===== src/rtl/alu_share_ctrl_if.sv =====
// ----------------------------------------------------------------------------
// alu_share_ctrl_if
//  Bundles the request, response and status signals of the shared-ALU
//  scheduler so that requesters/consumers and the scheduler connect through
//  one port.
//
//  Parameters
//   DW     operand/result width
//   CNT_W  width of the completed-op counter
//
//  Signals
//   req_valid[1:0]        per-requester request valid (bit i = requester i)
//   req_op0/a0/b0         requester 0 opcode and operands
//   req_op1/a1/b1         requester 1 opcode and operands
//   req_ready[1:0]        per-requester accept strobe (combinational)
//   rsp_valid/rsp_ready   response handshake
//   rsp_data/rsp_id/err   result, issuing requester, illegal-opcode flag
//   busy                  scheduler not idle
//   op_count              completed responses, saturating
//   rsp_carry/rsp_zero    result flags, only when ALU_SHARE_FLAGS_EN is defined
//
//  Modports
//   master  requester/consumer side
//   slave   scheduler side
// ----------------------------------------------------------------------------
interface alu_share_ctrl_if #(
  parameter int DW    = 8,
  parameter int CNT_W = 16
);
  logic [1:0]       req_valid;
  logic [2:0]       req_op0;
  logic [DW-1:0]    req_a0;
  logic [DW-1:0]    req_b0;
  logic [2:0]       req_op1;
  logic [DW-1:0]    req_a1;
  logic [DW-1:0]    req_b1;
  logic [1:0]       req_ready;
  logic             rsp_valid;
  logic             rsp_ready;
  logic [DW-1:0]    rsp_data;
  logic             rsp_id;
  logic             rsp_err;
  logic             busy;
  logic [CNT_W-1:0] op_count;
`ifdef ALU_SHARE_FLAGS_EN
  logic             rsp_carry;
  logic             rsp_zero;
`endif

  modport master (
    output req_valid, req_op0, req_a0, req_b0, req_op1, req_a1, req_b1,
    output rsp_ready,
`ifdef ALU_SHARE_FLAGS_EN
    input  rsp_carry, rsp_zero,
`endif
    input  req_ready, rsp_valid, rsp_data, rsp_id, rsp_err, busy, op_count
  );

  modport slave (
    input  req_valid, req_op0, req_a0, req_b0, req_op1, req_a1, req_b1,
    input  rsp_ready,
`ifdef ALU_SHARE_FLAGS_EN
    output rsp_carry, rsp_zero,
`endif
    output req_ready, rsp_valid, rsp_data, rsp_id, rsp_err, busy, op_count
  );
endinterface


===== src/rtl/alu_share_ctrl.sv =====
// ----------------------------------------------------------------------------
// alu_share_ctrl
//  Two-requester scheduler for a shared DW-bit ALU (ADD/SUB/AND/OR/SHL/SHR).
//  Round-robin arbitration grants one requester, its opcode and operands are
//  latched, the operation executes in one cycle, and a registered result
//  tagged with the requester ID is held until the consumer accepts it.
//  Only one operation is outstanding at a time: IDLE -> EXEC -> RESP -> IDLE.
//
//  Parameters
//   DW         operand/result width
//   CNT_W      width of the saturating completed-op counter
//   PRIO_INIT  requester holding priority after reset (0 or 1)
//
//  Ports
//   clk        system clock, rising edge
//   rst        asynchronous, active-high reset
//   bus        alu_share_ctrl_if.slave (requests, response, status)
//
//  Configuration macro
//   ALU_SHARE_FLAGS_EN  adds registered rsp_carry / rsp_zero result flags
// ----------------------------------------------------------------------------
module alu_share_ctrl #(
  parameter int DW        = 8,
  parameter int CNT_W     = 16,
  parameter bit PRIO_INIT = 1'b0
) (
  input  logic              clk,
  input  logic              rst,
  alu_share_ctrl_if.slave   bus
);

  typedef enum logic [1:0] {
    ST_IDLE = 2'd0,
    ST_EXEC = 2'd1,
    ST_RESP = 2'd2
  } state_t;

  state_t           state_r;
  state_t           state_nxt_s;
  logic             grant_s;
  logic             fire_s;
  logic [1:0]       req_ready_s;
  logic             rsp_done_s;

  logic [2:0]       op_r;
  logic [DW-1:0]    a_r;
  logic [DW-1:0]    b_r;
  logic             id_r;

  logic             busy_r;
  logic             prio_r;
  logic             rsp_valid_r;
  logic [DW-1:0]    rsp_data_r;
  logic             rsp_id_r;
  logic             rsp_err_r;
  logic [CNT_W-1:0] op_count_r;
`ifdef ALU_SHARE_FLAGS_EN
  logic             rsp_carry_r;
  logic             rsp_zero_r;
`endif

  // ALU result; opcodes 6/7 produce zero.
  function automatic logic [DW-1:0] alu_data_f(input logic [2:0] op,
                                               input logic [DW-1:0] a,
                                               input logic [DW-1:0] b);
    logic [DW-1:0] res;
    case (op)
      3'd0:    res = a + b;
      3'd1:    res = a - b;
      3'd2:    res = a & b;
      3'd3:    res = a | b;
      3'd4:    res = {a[DW-2:0], 1'b0};
      3'd5:    res = {1'b0, a[DW-1:1]};
      default: res = {DW{1'b0}};
    endcase
    return res;
  endfunction

`ifdef ALU_SHARE_FLAGS_EN
  // Carry flag: ADD carry-out, SUB borrow, bit shifted out for shifts.
  function automatic logic alu_carry_f(input logic [2:0] op,
                                       input logic [DW-1:0] a,
                                       input logic [DW-1:0] b);
    logic [DW:0] ext;
    logic        c;
    case (op)
      3'd0: begin
        ext = {1'b0, a} + {1'b0, b};
        c   = ext[DW];
      end
      3'd1: begin
        // Borrow out of the extended subtraction equals unsigned A < B.
        ext = {1'b0, a} - {1'b0, b};
        c   = ext[DW];
      end
      3'd4:    c = a[DW-1];
      3'd5:    c = a[0];
      default: c = 1'b0;
    endcase
    return c;
  endfunction
`endif

  // Next-state, arbitration and accept strobes.
  always_comb begin
    state_nxt_s = state_r;
    grant_s     = prio_r;
    fire_s      = 1'b0;
    req_ready_s = 2'b00;
    rsp_done_s  = 1'b0;
    case (state_r)
      ST_IDLE: begin
        if (bus.req_valid != 2'b00) begin
          fire_s = 1'b1;
          if (bus.req_valid == 2'b11) begin
            grant_s = prio_r;
          end else begin
            grant_s = bus.req_valid[1];
          end
          req_ready_s = grant_s ? 2'b10 : 2'b01;
          state_nxt_s = ST_EXEC;
        end else begin
          state_nxt_s = ST_IDLE;
        end
      end
      ST_EXEC: begin
        state_nxt_s = ST_RESP;
      end
      ST_RESP: begin
        if (bus.rsp_ready) begin
          rsp_done_s  = 1'b1;
          state_nxt_s = ST_IDLE;
        end else begin
          state_nxt_s = ST_RESP;
        end
      end
      default: begin
        state_nxt_s = ST_IDLE;
      end
    endcase
  end

  // State register and registered busy status.
  always_ff @(posedge clk or posedge rst) begin
    if (rst) begin
      state_r <= ST_IDLE;
      busy_r  <= 1'b0;
    end else begin
      state_r <= state_nxt_s;
      busy_r  <= (state_nxt_s != ST_IDLE);
    end
  end

  // Capture the granted requester's opcode, operands and ID at the handshake.
  always_ff @(posedge clk or posedge rst) begin
    if (rst) begin
      op_r <= 3'd0;
      a_r  <= {DW{1'b0}};
      b_r  <= {DW{1'b0}};
      id_r <= 1'b0;
    end else if (fire_s) begin
      op_r <= grant_s ? bus.req_op1 : bus.req_op0;
      a_r  <= grant_s ? bus.req_a1  : bus.req_a0;
      b_r  <= grant_s ? bus.req_b1  : bus.req_b0;
      id_r <= grant_s;
    end
  end

  // Execute: register the result in EXEC; hold it through RESP.
  always_ff @(posedge clk or posedge rst) begin
    if (rst) begin
      rsp_data_r  <= {DW{1'b0}};
      rsp_err_r   <= 1'b0;
      rsp_id_r    <= 1'b0;
`ifdef ALU_SHARE_FLAGS_EN
      rsp_carry_r <= 1'b0;
      rsp_zero_r  <= 1'b0;
`endif
    end else if (state_r == ST_EXEC) begin
      rsp_data_r  <= alu_data_f(op_r, a_r, b_r);
      rsp_err_r   <= (op_r > 3'd5);
      rsp_id_r    <= id_r;
`ifdef ALU_SHARE_FLAGS_EN
      rsp_carry_r <= alu_carry_f(op_r, a_r, b_r);
      rsp_zero_r  <= (alu_data_f(op_r, a_r, b_r) == {DW{1'b0}});
`endif
    end
  end

  // Response valid: raised entering RESP, dropped when the consumer accepts.
  always_ff @(posedge clk or posedge rst) begin
    if (rst) begin
      rsp_valid_r <= 1'b0;
    end else if (state_r == ST_EXEC) begin
      rsp_valid_r <= 1'b1;
    end else if (rsp_done_s) begin
      rsp_valid_r <= 1'b0;
    end
  end

  // Completed-op counter (saturating) and round-robin priority update.
  always_ff @(posedge clk or posedge rst) begin
    if (rst) begin
      op_count_r <= {CNT_W{1'b0}};
      prio_r     <= PRIO_INIT;
    end else if (rsp_done_s) begin
      if (op_count_r != {CNT_W{1'b1}}) begin
        op_count_r <= op_count_r + {{(CNT_W-1){1'b0}}, 1'b1};
      end
      // The requester just served loses priority.
      prio_r <= ~rsp_id_r;
    end
  end

  assign bus.req_ready = req_ready_s;
  assign bus.rsp_valid = rsp_valid_r;
  assign bus.rsp_data  = rsp_data_r;
  assign bus.rsp_id    = rsp_id_r;
  assign bus.rsp_err   = rsp_err_r;
  assign bus.busy      = busy_r;
  assign bus.op_count  = op_count_r;
`ifdef ALU_SHARE_FLAGS_EN
  assign bus.rsp_carry = rsp_carry_r;
  assign bus.rsp_zero  = rsp_zero_r;
`endif

endmodule

===== src/flat_wrapper.sv =====
// flat-port wrapper written by rule: the top's interface ports become plain ports
module alu_share_ctrl_flat 
#(
  parameter int DW        = 8,
  parameter int CNT_W     = 16,
  parameter bit PRIO_INIT = 1'b0
)
  (clk, rst, bus_req_valid, bus_req_op0, bus_req_a0, bus_req_b0, bus_req_op1, bus_req_a1, bus_req_b1, bus_rsp_ready, bus_req_ready, bus_rsp_valid, bus_rsp_data, bus_rsp_id, bus_rsp_err, bus_busy, bus_op_count);
  alu_share_ctrl_if #(.DW(DW), .CNT_W(CNT_W)) bus_i ();
  input  logic clk;
  input  logic rst;
  input wire logic [$bits(bus_i.req_valid)-1:0] bus_req_valid;
  input wire logic [$bits(bus_i.req_op0)-1:0] bus_req_op0;
  input wire logic [$bits(bus_i.req_a0)-1:0] bus_req_a0;
  input wire logic [$bits(bus_i.req_b0)-1:0] bus_req_b0;
  input wire logic [$bits(bus_i.req_op1)-1:0] bus_req_op1;
  input wire logic [$bits(bus_i.req_a1)-1:0] bus_req_a1;
  input wire logic [$bits(bus_i.req_b1)-1:0] bus_req_b1;
  input wire logic [$bits(bus_i.rsp_ready)-1:0] bus_rsp_ready;
  output wire logic [$bits(bus_i.req_ready)-1:0] bus_req_ready;
  output wire logic [$bits(bus_i.rsp_valid)-1:0] bus_rsp_valid;
  output wire logic [$bits(bus_i.rsp_data)-1:0] bus_rsp_data;
  output wire logic [$bits(bus_i.rsp_id)-1:0] bus_rsp_id;
  output wire logic [$bits(bus_i.rsp_err)-1:0] bus_rsp_err;
  output wire logic [$bits(bus_i.busy)-1:0] bus_busy;
  output wire logic [$bits(bus_i.op_count)-1:0] bus_op_count;
  assign bus_i.req_valid = bus_req_valid;
  assign bus_i.req_op0 = bus_req_op0;
  assign bus_i.req_a0 = bus_req_a0;
  assign bus_i.req_b0 = bus_req_b0;
  assign bus_i.req_op1 = bus_req_op1;
  assign bus_i.req_a1 = bus_req_a1;
  assign bus_i.req_b1 = bus_req_b1;
  assign bus_i.rsp_ready = bus_rsp_ready;
  assign bus_req_ready = bus_i.req_ready;
  assign bus_rsp_valid = bus_i.rsp_valid;
  assign bus_rsp_data = bus_i.rsp_data;
  assign bus_rsp_id = bus_i.rsp_id;
  assign bus_rsp_err = bus_i.rsp_err;
  assign bus_busy = bus_i.busy;
  assign bus_op_count = bus_i.op_count;
  alu_share_ctrl #(.DW(DW), .CNT_W(CNT_W), .PRIO_INIT(PRIO_INIT)) u_core (.clk(clk), .rst(rst), .bus(bus_i));
endmodule

===== config.mk =====
export PLATFORM = sky130hd
export DESIGN_NAME = alu_share_ctrl_flat
export DESIGN_NICKNAME = d
export VERILOG_FILES = /design/src/rtl/alu_share_ctrl_if.sv /design/src/rtl/alu_share_ctrl.sv /design/src/flat_wrapper.sv
export SDC_FILE = /design/constraint.sdc
export NUM_CORES = 1
export LEC_CHECK = 0
export BUFFER_PORTS_ARGS = -buffer_cell sky130_fd_sc_hd__buf_4
export CAP_MARGIN = 5
export CORE_MARGIN = 2
export CORE_UTILIZATION = 51
export DETAILED_ROUTE_END_ITERATION = 7
export PLACE_DENSITY_LB_ADDON = 0.12
export SYNTH_ARGS = -nofsm -noshare
export SYNTH_HDL_FRONTEND = slang
export SYNTH_SLANG_ARGS = --single-unit

===== constraint.sdc =====
create_clock -name clk -period 3.78 [get_ports clk]
set_clock_uncertainty 0.2 [all_clocks]
set_input_delay 0.567 -clock clk [delete_from_list [all_inputs] [get_ports clk]]
set_output_delay 0.567 -clock clk [all_outputs]
set_load 0.01 [all_outputs]

==> out/results.txt, run 1 <==
element type at the critical path start - register
All-Layer GR Usage - 22.95%
register area share after synthesis - 41.89%
CTS max path bufs - 2
met3 Use GR - 4.111%
Critical Path Slowest Stage Cell - dfrtp_1
max_slew headroom - 30.44%
CP required - 3.81 ns
status - finished clean
number of diodes - 0
hold_buf cts - 0
most used routing layer - met2
final hold slack - 0.2811 ns
gpl congestion - 0.9169
DRT iter0 DRCs - 155
fin crit period - 2.893 ns
Unique masters post-synth - 49
largest family of logic cells by synthesized area - simple AND/OR/NAND/NOR gates
Compound-Gate Fraction of Synth Area - 15.44%
drc violations - 0
synth warn - 0
Post-synth EDFFs - 0
Final WS setup - 0.8866 ns
met2 Resource Use GR - 40.49%
Most common cell on crit path - nor2_1
Slew Limit Fails - 0
Chip Height - 81.29 µm
CTS resizes - 0
post-synthesis adder-cell area fraction - 6.160%
power share of the clock group - 10.9%
unrepaired setup endpoints after global routing - false
worst flop-to-flop path startpoint - u_core.op_r[1]
Avg WL per Cell - 14.62 µm
CP max stage delay - 0.56 ns
clock slew at reported path FFs - 0.09 ns
CTS tree - built
final setup fails - 0
postcts setup bufs - 0
core area - 5851 µm²
drt pass-1 iters - 4
Arrival @ worst endpoint - 2.92 ns
Die Width - 81.29 µm
Setup crit end kind - register
Sw Ratio - 44.96%
setup_tns - 0 ns
Max IR drop VDD - 388.9 µV
share of cells above drive strength 1 - 23.63%
max_cap viols - 0
WS Path Type - register to register
Seq cells post-synth - 51
Worst Setup SP - u_core.op_r[1]
htree depth - 2
mux cell area share after synthesis - 8.789%
vias in the first global route - 2,461
Post-synth top cells - dfrtp_1, nor2_1, a21oi_1, nand2_1, o21ai_0
combinational share of power - 55.7%
post-synthesis cell area - 3047 µm²
Seq pwr share - 33.4%
ys async rst share - 100.0%
Post-synth top flop - dfrtp_1
NetSw - 1384 µW
IO Pins - 73
crit share post-route - 76.54%
Clock Latency Late Sink - 0.31 ns
DP HPWL - 5.336 mm
Synth Area in XOR/XNOR - 6.037%
Post-layout nets - 456
Synth Area in Simple Gates - 17.41%
post-synth net total - 390
min-delay src - bus_rsp_ready
worst slack at placement - 0.9278 ns
Tightest Hold Check Type - input pin to register
Area contributors post-synth - dfrtp_1, mux2i_1, a21oi_1, xnor2_1, ha_1
Power Dens Cells - 824.3 nW/µm²
Mapped Cells - 335
total wire length - 6.972 mm
fill cell count - 520
row count - 28
antenna violations before repair - 0
Yosys top cell area share - 41.89%
first-pass GRT wire length - 11.57 mm
Vias/cell - 5.461
GRT overflow - 0
count leader, synth - dfrtp_1
leading area contributor after synthesis - dfrtp_1
Int Power - 1694 µW
crit-path max FO - 17
Root Driver - clkbuf_8
Slew @ Worst Pin - 1.042 ns
antenna-violating nets left - 0
Initial Utilization - 52.07%
CTS buffer count - 5
die area - 6608 µm²
Area growth, synth to finish - 22.55%
Final Power - 3078 µW
Synth Area per Inst - 9.095 µm²
fmax - 345.6 MHz
grt met1 use - 28.01%
Leak - 0.001810 µW
Vias - 2,605
IO buf count - 72
final hold vios - 0
largest net degree at the start of global routing - 52
critical path, cell by cell - nor2_1 -> nand2_1 -> a21o_1 -> fa_1 -> nor2b_1 -> o31a_1 -> nor2_1 -> nand4bb_1 -> a41oi_1
Num Clock Sinks - 51
[layout by cell type (no fill, tap or decap), types with 3 or more instances in the layout]
| cell | count |
|---|---|
| xnor2_1 | 16 |
| xor2_1 | 5 |
| a31oi_1 | 4 |
| nor3_1 | 3 |
| nor2b_1 | 6 |
| a21oi_1 | 33 |
| nand4_1 | 4 |
| dfrtp_1 | 51 |
| nor2_1 | 36 |
| nand2b_1 | 5 |
| clkbuf_8 | 6 |
| buf_4 | 75 |
| maj3_1 | 3 |
| mux2_2 | 6 |
| ha_1 | 11 |
| nand3_1 | 9 |
| mux2i_1 | 20 |
| o21ai_0 | 27 |
| a211oi_1 | 4 |
| nand2_1 | 28 |
| inv_1 | 15 |
[registers in the layout, indices dropped and copies added (netlist names)]
register / count
u_core.state_r: 2
u_core.prio_r: 1
u_core.bus.rsp_valid: 1
u_core.op_r: 3
u_core.bus.op_count: 16
u_core.a_r: 8
u_core.bus.rsp_err: 1
u_core.bus.busy: 1
u_core.bus.rsp_id: 1
u_core.bus.rsp_data: 8
u_core.b_r: 8
u_core.id_r: 1
[metal layers]
| metal | wire, µm | vias to the layer above |
|---|---|---|
| li1 | - | 1297 |
| met1 | 2949 | 1229 |
| met2 | 3581 | 71 |
| met3 | 333 | 8 |
| met4 | 108 | 0 |
| met5 | 0 | - |
[power groups by stage]
stage	Clock (µW)	Combinational (µW)	Sequential [µW]
2_1_floorplan	0	1270	955
3_3_place_gp	0	1660	1030
3_5_place_dp	0	1710	1030
6_report	335	1720	1030
4_1_cts	338	1720	1020
5_1_grt	366	1960	1060
[path summary, 6_finish.rpt]
path	cells past startpoint	slack, ns	end
setup / recovery	9	0.89	u_core.bus.rsp_data[6]
hold / removal	2	0.28	u_core.state_r[1]
setup reg to reg	9	0.89	u_core.bus.rsp_data[6]
hold reg to reg	2	0.30	u_core.bus.rsp_data[4]
max in group asynchronous	2	2.42	u_core.a_r[1]
min in group asynchronous	2	0.31	u_core.bus.op_count[5]
[cell families after synthesis]
group | after synthesis
xor gates and xnor gates | 21
muxes | 26
DFF | 51
buffers and inverters | 32
adders and majority gates | 15
AOI/OAI and AO/OA | 82
and+or+nand+nor | 108
[per-stage QoR]
stage	instances	instance area (µm²)	util (%)
2_1_floorplan	335	3047	-
3_3_place_gp	469	3638	62.19
3_5_place_dp	469	3638	62.19
4_1_cts	477	3734	63.82
5_1_grt	477	3734	63.82
6_report	477	3734	63.82
[worst max-delay path: cells and delay by family, from the launching register on]
family / cells / cell delay [ns]
AND/OR/NAND/NOR: 5 / 1.00
AO/OA/AOI/OAI: 3 / 0.61
flip-flops: 1 / 0.56
adder cells (fa/ha/maj): 1 / 0.43
[layout make-up]
cell class                      instances  area [µm²]  area share, %
Inverter                               16       60.06          1.609
Sequential cell                        51        1276          34.18
Tap cell                               75       93.84          2.513
Clock buffer                            7       86.33          2.312
Timing Repair Buffer                   75       563.0          15.08
Clock inverter                          1       8.758         0.2346
Multi-Input combinational cell        252        1645          44.07
No activity file was read; power rests on OpenSTA's default activity.
==> inputs of run 2 (changes only) <==
ABC_AREA = 1   (was unset)
CORE_UTILIZATION = 49   (was 51)
clock period = 2.4 ns   (was 3.78 ns; I/O delays follow)
==> out/results.txt, run 2 <==
status - complete, but fails checks
failing checks - setup timing
crit-path max FO - 3 (-14)
Worst Reg-to-Reg Cells - 17 (+8)
Chip Height - 84.23 µm (+3.6%)
gpl congestion - 0.8901 (-2.9%)
max_cap viols - 0 (unchanged)
Largest register FFs - 16 (unchanged)
total wire length - 8.036 mm (+15%)
CP required - 2.41 ns (-1.40 ns)
Avg WL per Cell - 13.74 µm (-6.0%)
htree depth - 2 (unchanged)
Slew @ Worst Pin - 0.5110 ns (-0.5308 ns)
clock slew at reported path FFs - 0.10 ns (about the same)
Unique masters post-synth - 36 (-27%)
Root Driver - clkbuf_8
commonest non-fill, non-tap cell in the layout - buf_4
fin crit period - 2.486 ns (-0.4075 ns)
Power Dens Cells - 1423 nW/µm² (+73%)
IO Pins - 73 (unchanged)
row count - 29 (+3.6%)
Mapped Cells - 409 (+22%)
WS Path Type - register to register
leading area contributor after synthesis - dfrtp_1
final hold vios - 0 (unchanged)
Post-synth top flop - dfrtp_1
first-pass GRT wire length - 13.09 mm (+13%)
final setup fails - 2 (+2)
Seq cells post-synth - 51 (unchanged)
CTS tree - built
synth warn - 0 (unchanged)
flop2flop setup slack - -0.09 ns (-0.97 ns)
Post-synth top cells - nand2_1, inv_1, dfrtp_1, o21ai_0, nor2_1
core area - 6277 µm² (+7.3%)
Area contributors post-synth - dfrtp_1, nand2_1, inv_1, o21ai_0, ha_1
Tightest Hold Check Type - input pin to register
Critical Path Slowest Stage Cell - dfrtp_1
vias in the first global route - 2,837 (+15%)
count leader, synth - nand2_1
DP HPWL - 6.179 mm (+16%)
Vias/cell - 5.179 (-5.2%)
post-synthesis cell area - 3154 µm² (+3.5%)
Final Power - 5927 µW (+93%)
most frequent cells in the layout - buf_4, nand2_1, inv_1
Post-synth EDFFs - 0 (unchanged)
largest net degree at the start of global routing - 37 (-29%)
Worst Setup EP - u_core.bus.rsp_data[7]
Final WS setup - -0.08589 ns (-0.9725 ns)
final hold slack - 0.08251 ns (-0.1986 ns)
die area - 7095 µm² (+7.4%)
Arrival @ worst endpoint - 2.50 ns (-0.42 ns)
Post-DP Area - 3915 µm² (+7.6%)
Yosys top cell area share - 40.46% (-1.4 points)
antenna-violating nets left - 0 (unchanged)
Worst Setup SP - u_core.b_r[1]
Slew Limit Fails - 0 (unchanged)
drt pass-1 iters - 4 (unchanged)
Initial Utilization - 50.25% (-1.8 points)
Post-layout nets - 562 (+23%)
unrepaired setup endpoints after global routing - true
CTS max path bufs - 2 (unchanged)
fmax - 402.3 MHz (+16%)
placed insts - 571 (+22%)
Most common cell on crit path - nand2_1
CP max stage delay - 0.42 ns (-0.14 ns)
final instance area - 4164 µm² (+12%)
post-synth net total - 464 (+19%)
max_slew headroom - 65.88% (+35 points)
All-Layer GR Usage - 22.74% (-0.21 points)
crit share post-route - 103.6% (+27 points)
element type at the critical path start - register
number of diodes - 0 (unchanged)
register area share after synthesis - 40.46% (-1.4 points)
DRT iter0 DRCs - 189 (+22%)
CTS buffer count - 5 (unchanged)
Vias - 3,030 (+16%)
Clock Latency Late Sink - 0.31 ns (about the same)
RR Endpoint - u_core.bus.rsp_data[7]
critical path, cell by cell - inv_2 -> ha_4 -> inv_2 -> o31ai_4 -> nand2_1 -> xor2_1 -> ha_1 -> nand2_1 -> inv_1 -> nand2_1 -> nand2_2 -> a21oi_2 -> nand3_1 -> nand3_1 -> nand2_1 -> nand2_1 -> nand2_1
share of cells above drive strength 1 - 29.13% (+5.5 points)
fill cell count - 550 (+5.8%)
Finished Layout Cells - 585 (+23%)
Num Clock Sinks - 51 (unchanged)
GRT overflow - 0 (unchanged)
Die Width - 84.23 µm (+3.6%)
antenna violations before repair - 0 (unchanged)
IO buf count - 72 (unchanged)
Leak - 0.002095 µW (+16%)
final core occ - 66.33% (+2.5 points)
worst flop-to-flop path startpoint - u_core.b_r[1]
Max IR drop VDD - 847.1 µV (+120%)
drc violations - 0 (unchanged)
ys async rst share - 100.0% (unchanged)
Area growth, synth to finish - 32.01%
Synth Area per Inst - 7.712 µm² (-15%)
Setup crit end kind - register
## run 2: final cells by class
type / count / area (µm²) / area share (%)
Sequential cell: 51 / 1276 / 30.65
Clock buffer: 5 / 68.82 / 1.653
Multi-Input combinational cell: 288 / 1695 / 40.72
Inverter: 61 / 230.2 / 5.529
Tap cell: 77 / 96.34 / 2.314
Clock inverter: 3 / 23.77 / 0.5709
Timing Repair Buffer: 100 / 773.2 / 18.57
## run 2: cell families (layout without fill, tap and decap cells)
family | count (synthesis) | in the layout | synth area share (%)
and+or+nand+nor | 171 | 171 | 24.39
xor gates and xnor gates | 19 | 19 | 5.514
AOI/OAI and AO/OA | 85 | 85 | 15.15
adders and majority gates | 12 | 12 | 4.998
muxes | 1 | 1 | 0.3173
buffers and inverters | 70 | 169 | 9.163
DFF | 51 | 51 | 40.46
## run 2: worst min-delay path by stage
stage	start	end	slack [ns]	cells past startpoint
3_5_place_dp	rst	u_core.bus.rsp_data[3]	0.22	2
3_3_place_gp	rst	u_core.bus.rsp_data[3]	0.22	2
4_1_cts	bus_req_op1[1]	u_core.op_r[1]	0.08	3
5_1_grt	bus_req_a1[2]	u_core.a_r[2]	0.1	3
2_1_floorplan	u_core.b_r[7]	u_core.b_r[7]	0.27	2
6_report	bus_req_op1[1]	u_core.op_r[1]	0.08	3
## run 2: metal layers
metal  GRT usage (%)  routed length (µm)  up-vias
met5               0                   0        -
met4           7.185                  93        0
met3           2.557                 393        7
met2           34.85                3696       84
met1           33.90                3853     1400
li1                -                   -     1539
## run 2: what timing repair did
item                       in CTS  in global routing
hold buffers                    1                  0
buffers inserted                1                  4
gates resized for setup        10                 16
pin swaps                      10                 11
cloned                          0                  0
setup endpoints to repair       2                  6
hold endpoints to repair       21                  0
## run 2: metrics by stage
step / setup TNS [ns] / setup WS, ns
after CTS: -0.1120 / -0.06603
final: -0.1218 / -0.08589
after floorplan: 0 / 0.0009981
after global routing: -0.7319 / -0.2681
after global placement: -0.08124 / -0.05092
after detailed placement: -0.2297 / -0.1167
## run 2: report_power, final
| group | total [µW] | internal, µW | leakage, µW | switching (µW) |
|---|---|---|---|---|
| clock | 517 | 209 | 0.0000408 | 308 |
| sequential | 1430 | 1180 | 0.000643 | 255 |
| combinational | 3980 | 1750 | 0.00141 | 2230 |
| total | 5930 | 3140 | 0.00209 | 2790 |
## run 2: critical path, delay by kind of cell (launching register included)
family	cells	cell delay [ns]
xor gates and xnor gates	1	0.15
adders and majority gates	2	0.45
buffers and inverters	3	0.19
AOI/OAI and AO/OA	2	0.31
DFF	1	0.42
and+or+nand+nor	9	0.66
